$ cat config.mk
export PLATFORM = sky130hd
export DESIGN_NAME = alarm_sequencer
export DESIGN_NICKNAME = d
export VERILOG_FILES = /design/src/rtl/alarm_sequencer.sv
export SDC_FILE = /design/constraint.sdc
export NUM_CORES = 1
export LEC_CHECK = 0
export ABC_AREA = 1
export CORE_UTILIZATION = 30
export DETAILED_ROUTE_END_ITERATION = 8
export GPL_TIMING_DRIVEN = 0
export SLEW_MARGIN = 10
export SYNTH_ARGS = -nofsm -noshare
export SYNTH_HDL_FRONTEND = slang
export SYNTH_SLANG_ARGS = --single-unit
$ cat constraint.sdc
create_clock -name clk -period 2.3 [get_ports clk]
set_input_delay 0.345 -clock clk [delete_from_list [all_inputs] [get_ports clk]]
set_output_delay 0.345 -clock clk [all_outputs]
set_load 0.03 [all_outputs]
$ cat src/rtl/alarm_sequencer.sv
// Alarm path of the digital clock: stores the alarm time, detects the comparator's
// rising match and runs the ring / snooze / stop state machine for the buzzer.
module alarm_sequencer #(
  parameter int RING_SECS   = 60,
  parameter int SNOOZE_SECS = 300,
  parameter int MAX_SNOOZE  = 3
) (
  input  logic       clk,
  input  logic       rst_n,
  input  logic       tick_1hz,
  input  logic       alarm_en,
  input  logic       set_valid,
  output logic       set_ready,
  input  logic [7:0] set_hour,
  input  logic [7:0] set_min,
  input  logic [7:0] set_sec,
  output logic       set_err,
  output logic [7:0] alm_hour,
  output logic [7:0] alm_min,
  output logic [7:0] alm_sec,
  input  logic       cmp_equal,
  input  logic       stop_btn,
  input  logic       snooze_btn,
  output logic       ring,
  output logic       beep,
  output logic [1:0] state,
  output logic [3:0] snooze_used
);

  typedef enum logic [1:0] {
    IDLE    = 2'd0,
    ARMED   = 2'd1,
    RINGING = 2'd2,
    SNOOZE  = 2'd3
  } state_t;

  localparam logic [15:0] RING_LIM   = 16'(RING_SECS);
  localparam logic [15:0] SNOOZE_LIM = 16'(SNOOZE_SECS);
  localparam logic [3:0]  SNZ_MAX    = 4'(MAX_SNOOZE);

  state_t      r_state, w_state_n;
  logic [15:0] r_cnt, w_cnt_n, w_cnt_inc;
  logic        r_beep, w_beep_n;
  logic [3:0]  r_used, w_used_n;
  logic        r_eq_q, r_load_q, r_set_err, r_ring, r_set_ready;
  logic [7:0]  r_alm_hour, r_alm_min, r_alm_sec;
  logic        w_xfer, w_time_ok, w_trig;

  assign w_xfer    = set_valid & r_set_ready;
  assign w_time_ok = (set_hour < 8'd24) && (set_min < 8'd60) && (set_sec < 8'd60);
  // A match that appears only because a new alarm time was just loaded is not an alarm.
  assign w_trig    = cmp_equal & ~r_eq_q & ~r_load_q;
  assign w_cnt_inc = r_cnt + 16'd1;

  // NOTE: every variable gets a default before the case so no path leaves it unassigned (no latches).
  always_comb begin
    w_state_n = r_state;
    w_cnt_n   = r_cnt;
    w_beep_n  = r_beep;
    w_used_n  = r_used;
    if (!alarm_en) begin
      w_state_n = IDLE;
      w_beep_n  = 1'b0;
      w_used_n  = 4'd0;
      w_cnt_n   = 16'd0;
    end else begin
      unique case (r_state)
        IDLE: w_state_n = ARMED;
        ARMED: begin
          if (w_trig) begin
            w_state_n = RINGING;
            w_cnt_n   = 16'd0;
            w_beep_n  = 1'b1;
            w_used_n  = 4'd0;
          end
        end
        RINGING: begin
          if (stop_btn) begin
            w_state_n = ARMED;
            w_beep_n  = 1'b0;
          end else if (snooze_btn) begin
            w_beep_n = 1'b0;
            if (r_used < SNZ_MAX) begin
              w_state_n = SNOOZE;
              w_used_n  = r_used + 4'd1;
              w_cnt_n   = 16'd0;
            end else begin
              w_state_n = ARMED;
            end
          end else if (tick_1hz) begin
            w_cnt_n  = w_cnt_inc;
            w_beep_n = ~r_beep;
            if (w_cnt_inc == RING_LIM) begin
              w_state_n = ARMED;
              w_beep_n  = 1'b0;
            end
          end
        end
        SNOOZE: begin
          if (stop_btn) begin
            w_state_n = ARMED;
          end else if (tick_1hz) begin
            w_cnt_n = w_cnt_inc;
            if (w_cnt_inc == SNOOZE_LIM) begin
              w_state_n = RINGING;
              w_cnt_n   = 16'd0;
              w_beep_n  = 1'b1;
            end
          end
        end
        default: w_state_n = IDLE;
      endcase
    end
  end

  // NOTE: sequential state uses non-blocking assignments so all registers update together.
  always_ff @(posedge clk or negedge rst_n) begin
    if (!rst_n) begin
      r_state     <= IDLE;
      r_cnt       <= 16'd0;
      r_beep      <= 1'b0;
      r_used      <= 4'd0;
      r_eq_q      <= 1'b1;  // time and alarm both read midnight after reset: no edge there
      r_load_q    <= 1'b0;
      r_set_err   <= 1'b0;
      r_ring      <= 1'b0;
      r_set_ready <= 1'b1;
      r_alm_hour  <= 8'd0;
      r_alm_min   <= 8'd0;
      r_alm_sec   <= 8'd0;
    end else begin
      r_state     <= w_state_n;
      r_cnt       <= w_cnt_n;
      r_beep      <= w_beep_n;
      r_used      <= w_used_n;
      r_eq_q      <= cmp_equal;
      r_load_q    <= w_xfer & w_time_ok;
      r_set_err   <= w_xfer & ~w_time_ok;
      r_ring      <= (w_state_n == RINGING);
      r_set_ready <= (w_state_n == IDLE) || (w_state_n == ARMED);
      if (w_xfer && w_time_ok) begin
        r_alm_hour <= set_hour;
        r_alm_min  <= set_min;
        r_alm_sec  <= set_sec;
      end
    end
  end

  assign set_ready   = r_set_ready;
  assign set_err     = r_set_err;
  assign alm_hour    = r_alm_hour;
  assign alm_min     = r_alm_min;
  assign alm_sec     = r_alm_sec;
  assign ring        = r_ring;
  assign beep        = r_beep;
  assign state       = r_state;
  assign snooze_used = r_used;

endmodule
==> impl_metrics.yaml <==
final_layout:
  fin_nets: 471
  final_cells: 546
  final_core_utilization: 0.428
  antenna_cells: 0
  fillCellCount: 876
  layout-area-overhead-vs-synth_pct: 38.0
  post_route_cells_drive_above_1_share: 0.123
worst_setup_path:
  crit_path_start: "r_cnt[0]"
  critical-path-top-delay-family: "simple AND/OR/NAND/NOR gates"
  crit_slowest_cell: "dfrtp_1"
  cp_data_required_time_ns: 2.50
  reg2reg_slack_ns: 0.17
  critical_path.endpoint_type: "flip-flop"
  crit_arrival_ns: 2.32
  crit_type: "reg -> reg"
  critPathLaunchType: "flip-flop"
  cpMostUsedCell: "nand2_1"
  worstPathCellList: "ha_1, buf_4, inv_1, nor2_2, nand2_1, xor2_2, nor3_2, nand4_1, o21bai_4, o21ai_4, buf_8, nand3_2, nand2_1"
  path_depth: 13
  rr_startpoint: "r_cnt[0]"
  buf_inv_stages_crit_path: 3
  worst-r2r-cell-count: 13
  slowest_stage_delay_on_critical_path_ns: 0.36
  crit_path_max_fanout: 10
placement:
  dpl.cell_count: 531
  port_buffers: 65
  dp_hpwl_um: 4800
  place_worst_setup_slack_ns: -0.324
  routabilityCongestion: 0.843
timing:
  finalSetupViolCount: 0
  fmax_ghz: 0.470
  finalCriticalPeriod_ns: 2.13
  timing_hold_violations_final: 0
  largest_clock_skew_in_the_final_design_ns: 0.0123
  worst_slew_pin_slew_ns: 0.438
  period_share: 0.924
  fin_ws_ns: 0.174
  max-slew-margin-rel: 0.708
  hold_slack_ns: 0.469
  slew_viol_final: 0
yosys:
  netlist_instances: 357
  synth_sequential_area_ratio: 0.482
  synth.avg_cell_area_um2: 7.58
  synth_async_sr_flop_share: 1.00
  synth.cell_area_um2: 2710
  yosys_register_bits: 52
  post_synth_num_cell_types: 35
  synth_nets: 391
  ys_warnings: 0
  synth-edff-count: 0
  synth_flop_cell: "dfrtp_1"
floorplan:
  core-area_um2: 8720
  chipHeight_um: 97.0
  die_width_um: 97.0
  fp.dieArea_um2: 9410
  start_util: 0.310
  design.portCount: 66
  num_rows: 34
drt:
  detailroute.via_count: 2494
  drt_first_iter_violations: 91
  drt_pre_antenna_iters: 4
  antenna_violating_nets_post_route: 0
  postRouteWirelength_um: 6350
  post-route-drc-count: 0
  drt-vias-per-instance: 4.57
  route.detailed.wl_per_inst_um: 11.6
flow_run:
  maxCapViolCount: 0
clock_network:
  clock_insertion_delay_worst_skew_ns: 0.31
  clock_buffers_created_by_tritoncts: 5
  cts-root-to-sink-buffers: 2
  tritoncts_clock_tree: "yes"
  cts.root.buffer_cell: "clkbuf_8"
  h_tree_lvl_count: 2
  clk_pin_slew_ns: 0.10
  cts_sinks: 52
grt:
  grt_max_degree: 37
  grt_pass1_wl_um: 11000
  grt_pass1_vias: 2490
  global_route.overflow_total: 0
  grt_use_total: 0.142
  antenna_violations_before_repair: 0
power_and_ir_drop:
  peak_supply_drop_uv: 272
  internal-power_mw: 1.30
  switchingPower_uw: 504
  fin_total_pwr_mw: 1.80
  share_comb_of_total_power: 0.161
  power_density_nw_per_um2: 483
  leakage_nw: 1.81
  part_of_the_power_in_the_clock_network: 0.301
  power.sequential.fraction: 0.538
  sw_frac_of_total: 0.280
hold_path:
  worst_hold_startpoint: "cmp_equal"
  worstHoldPathType: "in -> reg"
  worst_hold_path.num_cells: 1
outcome:
  outcome: "finished clean"
## final timing paths
kind,to
setup / recovery,r_cnt[14]
hold / removal,r_eq_q
setup reg to reg,r_cnt[14]
hold reg to reg,alm_hour[5]
max in group asynchronous,r_eq_q
min in group asynchronous,snooze_used[3]
## placed cells by master (no fill, tap or decap), types with 2 or more instances in the layout
cell type / n
buf_12: 2
clkbuf_8: 5
nor2_4: 4
ha_1: 2
inv_2: 3
dfstp_2: 2
clkdlybuf4s50_1: 64
o21ai_0: 2
nand2_2: 3
a41oi_1: 2
a31oi_1: 3
xnor2_1: 2
nand2_1: 149
dfrtp_1: 50
nand4_1: 10
inv_1: 33
buf_4: 7
buf_2: 2
nor2_1: 21
clkbuf_2: 3
clkbuf_1: 3
xor2_1: 2
nor3_1: 5
nand3_1: 22
nor2_2: 7
nand3_2: 6
a21oi_1: 6
## synthesized netlist by cell type (2+ instances only)
cell type | number | area, um^2
a21oi_1 | 6 | 30.0
nand2_2 | 3 | 18.8
nor2_1 | 25 | 93.8
dfrtp_1 | 50 | 1250
a31oi_1 | 3 | 18.8
dfstp_2 | 2 | 52.6
nand4_1 | 10 | 62.6
nor3_1 | 6 | 30.0
a41oi_1 | 2 | 17.5
xnor2_1 | 2 | 17.5
nor2_2 | 6 | 37.5
o21ai_0 | 2 | 10.0
clkbuf_1 | 5 | 18.8
ha_1 | 2 | 25.0
inv_1 | 33 | 124
inv_2 | 3 | 11.3
nand3_1 | 23 | 115
nand2_1 | 149 | 559
nand3_2 | 6 | 60.1
xor2_1 | 3 | 26.3
buf_2 | 2 | 10.0
## worst register-to-register path, delay by kind of cell, from the launching register on
kind                       cells  cell delay (ns)
AOI/OAI and AO/OA              2             0.31
xor gates and xnor gates       1             0.18
adders and majority gates      1             0.15
buffers and inverters          3             0.38
DFF                            1             0.36
and+or+nand+nor                6             0.64
## flip-flops by register name, indices dropped and copies added, names as in the netlist
| signal | cells |
|---|---|
| set_err | 1 |
| set_ready | 1 |
| r_cnt | 16 |
| beep | 1 |
| r_load_q | 1 |
| alm_hour | 8 |
| r_eq_q | 1 |
| ring | 1 |
| snooze_used | 4 |
| state | 2 |
| alm_sec | 8 |
| alm_min | 8 |
## through the flow
| stage | TNS (ns) | area (um^2) |
|---|---|---|
| after global placement | -44.89 | 3490 |
| after CTS | 0 | 3650 |
| after floorplan | 0 | 2710 |
| final | 0 | 3730 |
| after global routing | -0.00989 | 3730 |
| after detailed placement | -6.92 | 3510 |
## routing by layer
metal,up-vias,global-route usage,routed length [um]
li1,1281,-,-
met1,1146,0.171,2790
met2,65,0.237,3020
met3,2,0.0535,505
met4,0,0.0413,31
met5,-,0,0
## logic make-up (layout without fill, tap and decap cells)
group / count (synthesis) / after routing / share of synthesized area
flops: 52 / 52 / 0.482
fa+ha+maj: 2 / 2 / 0.00924
compound gates: 17 / 17 / 0.0439
xor+xnor: 5 / 5 / 0.0162
buf+inv: 46 / 127 / 0.0689
simple gates: 235 / 235 / 0.380
## what timing repair did
action	CTS	global route
pin swaps	1	4
setup buffers	2	4
hold buffers	1	0
setup endpoints to repair	11	20
hold endpoints to repair	16	0
resized for setup	4	16
## area by class of cell
type                       instances  area (um^2)  area share
buffer                            10         61.3      0.0164
clock buffer                       5         68.8      0.0184
clock inverter                     3         22.5     0.00603
inverter                          36          135      0.0362
multi-input combinational        259         1270       0.341
sequential                        52         1300       0.349
tap                              108          135      0.0362
timing repair buffer              73          733       0.196
## power by group through the flow
stage | Combinational, mW | Clock [mW] | Sequential, mW
floorplan | 0.0629 | 0 | 1.04
global placement | 0.282 | 0 | 0.986
detailed placement | 0.287 | 0 | 0.987
CTS | 0.290 | 0.566 | 0.970
global route | 0.317 | 0.610 | 0.976
finish | 0.290 | 0.542 | 0.970
No activity file was read; power rests on OpenSTA's default activity.
==> variant, RTL diff (config.mk and constraints unchanged) <==
The output `set_err` loses its register stage (`r_set_err` becomes a continuous assignment).
--- a/src/rtl/alarm_sequencer.sv
+++ b/src/rtl/alarm_sequencer.sv
@@ -123,5 +123,4 @@
       r_eq_q      <= 1'b1;  // time and alarm both read midnight after reset: no edge there
       r_load_q    <= 1'b0;
-      r_set_err   <= 1'b0;
       r_ring      <= 1'b0;
       r_set_ready <= 1'b1;
@@ -136,5 +135,4 @@
       r_eq_q      <= cmp_equal;
       r_load_q    <= w_xfer & w_time_ok;
-      r_set_err   <= w_xfer & ~w_time_ok;
       r_ring      <= (w_state_n == RINGING);
       r_set_ready <= (w_state_n == IDLE) || (w_state_n == ARMED);
@@ -146,4 +144,6 @@
     end
   end
+
+  assign r_set_err = w_xfer & ~w_time_ok;
 
   assign set_ready   = r_set_ready;
Function: changed (a bounded check fails within 4 cycles, from zero or initial values and one cycle with rst_n low).
==> variant against the unedited design <==
- sequential cell count shrank 1
- routed wire length up 3.5%
- total power up 11%
- area after synthesis decreased by 0.92%
- cell area is 2.9% higher
- critical endpoint unchanged
- setup slack lost 0.074 ns
==> variant: results (changes against the unedited design) <==
| Metric | Value |
|---|---|
| Status | completed (unchanged) |
| DP Worst Slack | -0.263 ns (was -0.324 ns) |
| # fillers | 897 (was 876) |
| Max FO, Critical Path | 6 (was 10) |
| Top cells by count, synth | 149 x nand2_1, 49 x dfrtp_1, 33 x inv_1, 25 x nor2_1, 23 x nand3_1 (was 149 x nand2_1, 50 x dfrtp_1, 33 x inv_1, 25 x nor2_1, 23 x nand3_1) |
| Max reg flops | 16 (unchanged) |
| Switching share of power | 0.249 (was 0.280) |
| Seq/Total Area, Yosys | 0.477 (was 0.482) |
| Slew HR | 0.719 (was 0.708) |
| Total GRT Usage | 0.149 (was 0.142) |
| Routability cong. | 0.856 (was 0.843) |
| Xor-xnor portion of the synthesized cell area | 0.0163 (was 0.0162) |
| Final #Nets | 474 (was 471) |
| Dpl cells | 530 (was 531) |
| Hpwl dp | 4870 um (was 4800 um) |
| Clk buf depth | 2 (unchanged) |
| CP peak stage delay | 0.38 ns (was 0.36 ns) |
| Post-synth ARST share | 1.00 (unchanged) |
| Worst EP arrival | 2.40 ns (was 2.32 ns) |
| Largest net degree at the start of global routing | 37 (unchanged) |
| Placed Area | 0.00348 mm2 (was 0.00351 mm2) |
| Vias/cell | 4.64 (was 4.57) |
| CTS buffer count | 5 (unchanged) |
| Leakage Power | 0.00184 uW (was 0.00181 uW) |
| Area contributors post-synth | dfrtp_1 46%, nand2_1 21%, inv_1 4.6%, nand3_1 4.3%, nor2_1 3.5% (unchanged) |
| Vias in the first global route | 2,392 (was 2,490) |
| Post-Synth Adder-Cell Area | 0.00933 (was 0.00925) |
| DR iter-0 viols | 120 (was 91) |
| Finished Layout Cells | 549 (was 546) |
| Worst Skew | 0.0106 ns (was 0.0123 ns) |
| Layout cells sized above 1 | 0.145 (was 0.123) |
| Cells after Synth | 356 (was 357) |
| Number of distinct library cells after synthesis | 35 (unchanged) |
| WL per Instance | 12.0 um (was 11.6 um) |
| Worst IR drop on VDD | 0.275 mV (was 0.272 mV) |
| Post-synthesis compound-gate area fraction | 0.0443 (was 0.0439) |
| First-pass GRT wire length | 10,800 um (was 11,000 um) |
| Net count after synthesis | 390 (was 391) |
| Largest Register | r_cnt (unchanged) |
-- variant: per-layer routing --
layer	GRT usage	share of wire	wire, um
met1	0.182	0.43	2820
met2	0.252	0.49	3220
met3	0.0501	0.078	511
met4	0.0355	0.0029	19
met5	0	0	0
-- variant: what timing repair did --
| action | 4_1_cts | 5_1_grt |
|---|---|---|
| hold endpoints to repair | 15 | 0 |
| hold buffers | 1 | 0 |
| endpoints found under the setup margin | 11 | 24 |
| gates cloned | 0 | 1 |
| gates resized for setup | 5 | 27 |
| pin swaps | 1 | 8 |
| buffers inserted | 2 | 7 |
-- variant: worst paths after layout --
| check | start | end | slack [ns] | depth (start not counted) |
|---|---|---|---|---|
| max in group asynchronous | rst_n | r_eq_q | 1.20 | 3 |
| worst min-delay path | cmp_equal | r_eq_q | 0.46 | 1 |
| worst max-delay path | r_cnt[1] | r_cnt[14] | 0.1 | 13 |
| min in group asynchronous | rst_n | r_cnt[10] | 0.50 | 2 |
| worst min register to register | alm_min[6] | alm_min[6] | 0.48 | 2 |
| worst max register to register | r_cnt[1] | r_cnt[14] | 0.1 | 13 |
-- variant: power groups by stage --
stage,Sequential [uW],Combinational [uW],Clock [uW]
6_report,949,291,751
5_1_grt,954,318,813
4_1_cts,950,287,777
3_5_place_dp,966,285,0
3_3_place_gp,967,280,0
2_1_floorplan,1020,65.5,0
-- variant: cell type report --
class                      instances  area, um2  area share
multi-input combinational        259       1310       0.340
clock buffer                       5       68.8      0.0179
tap                              108        135      0.0352
clock inverter                     3       67.6      0.0176
timing repair buffer              77        779       0.203
sequential                        51       1280       0.333
buffer                            10       67.6      0.0176
inverter                          36        135      0.0352
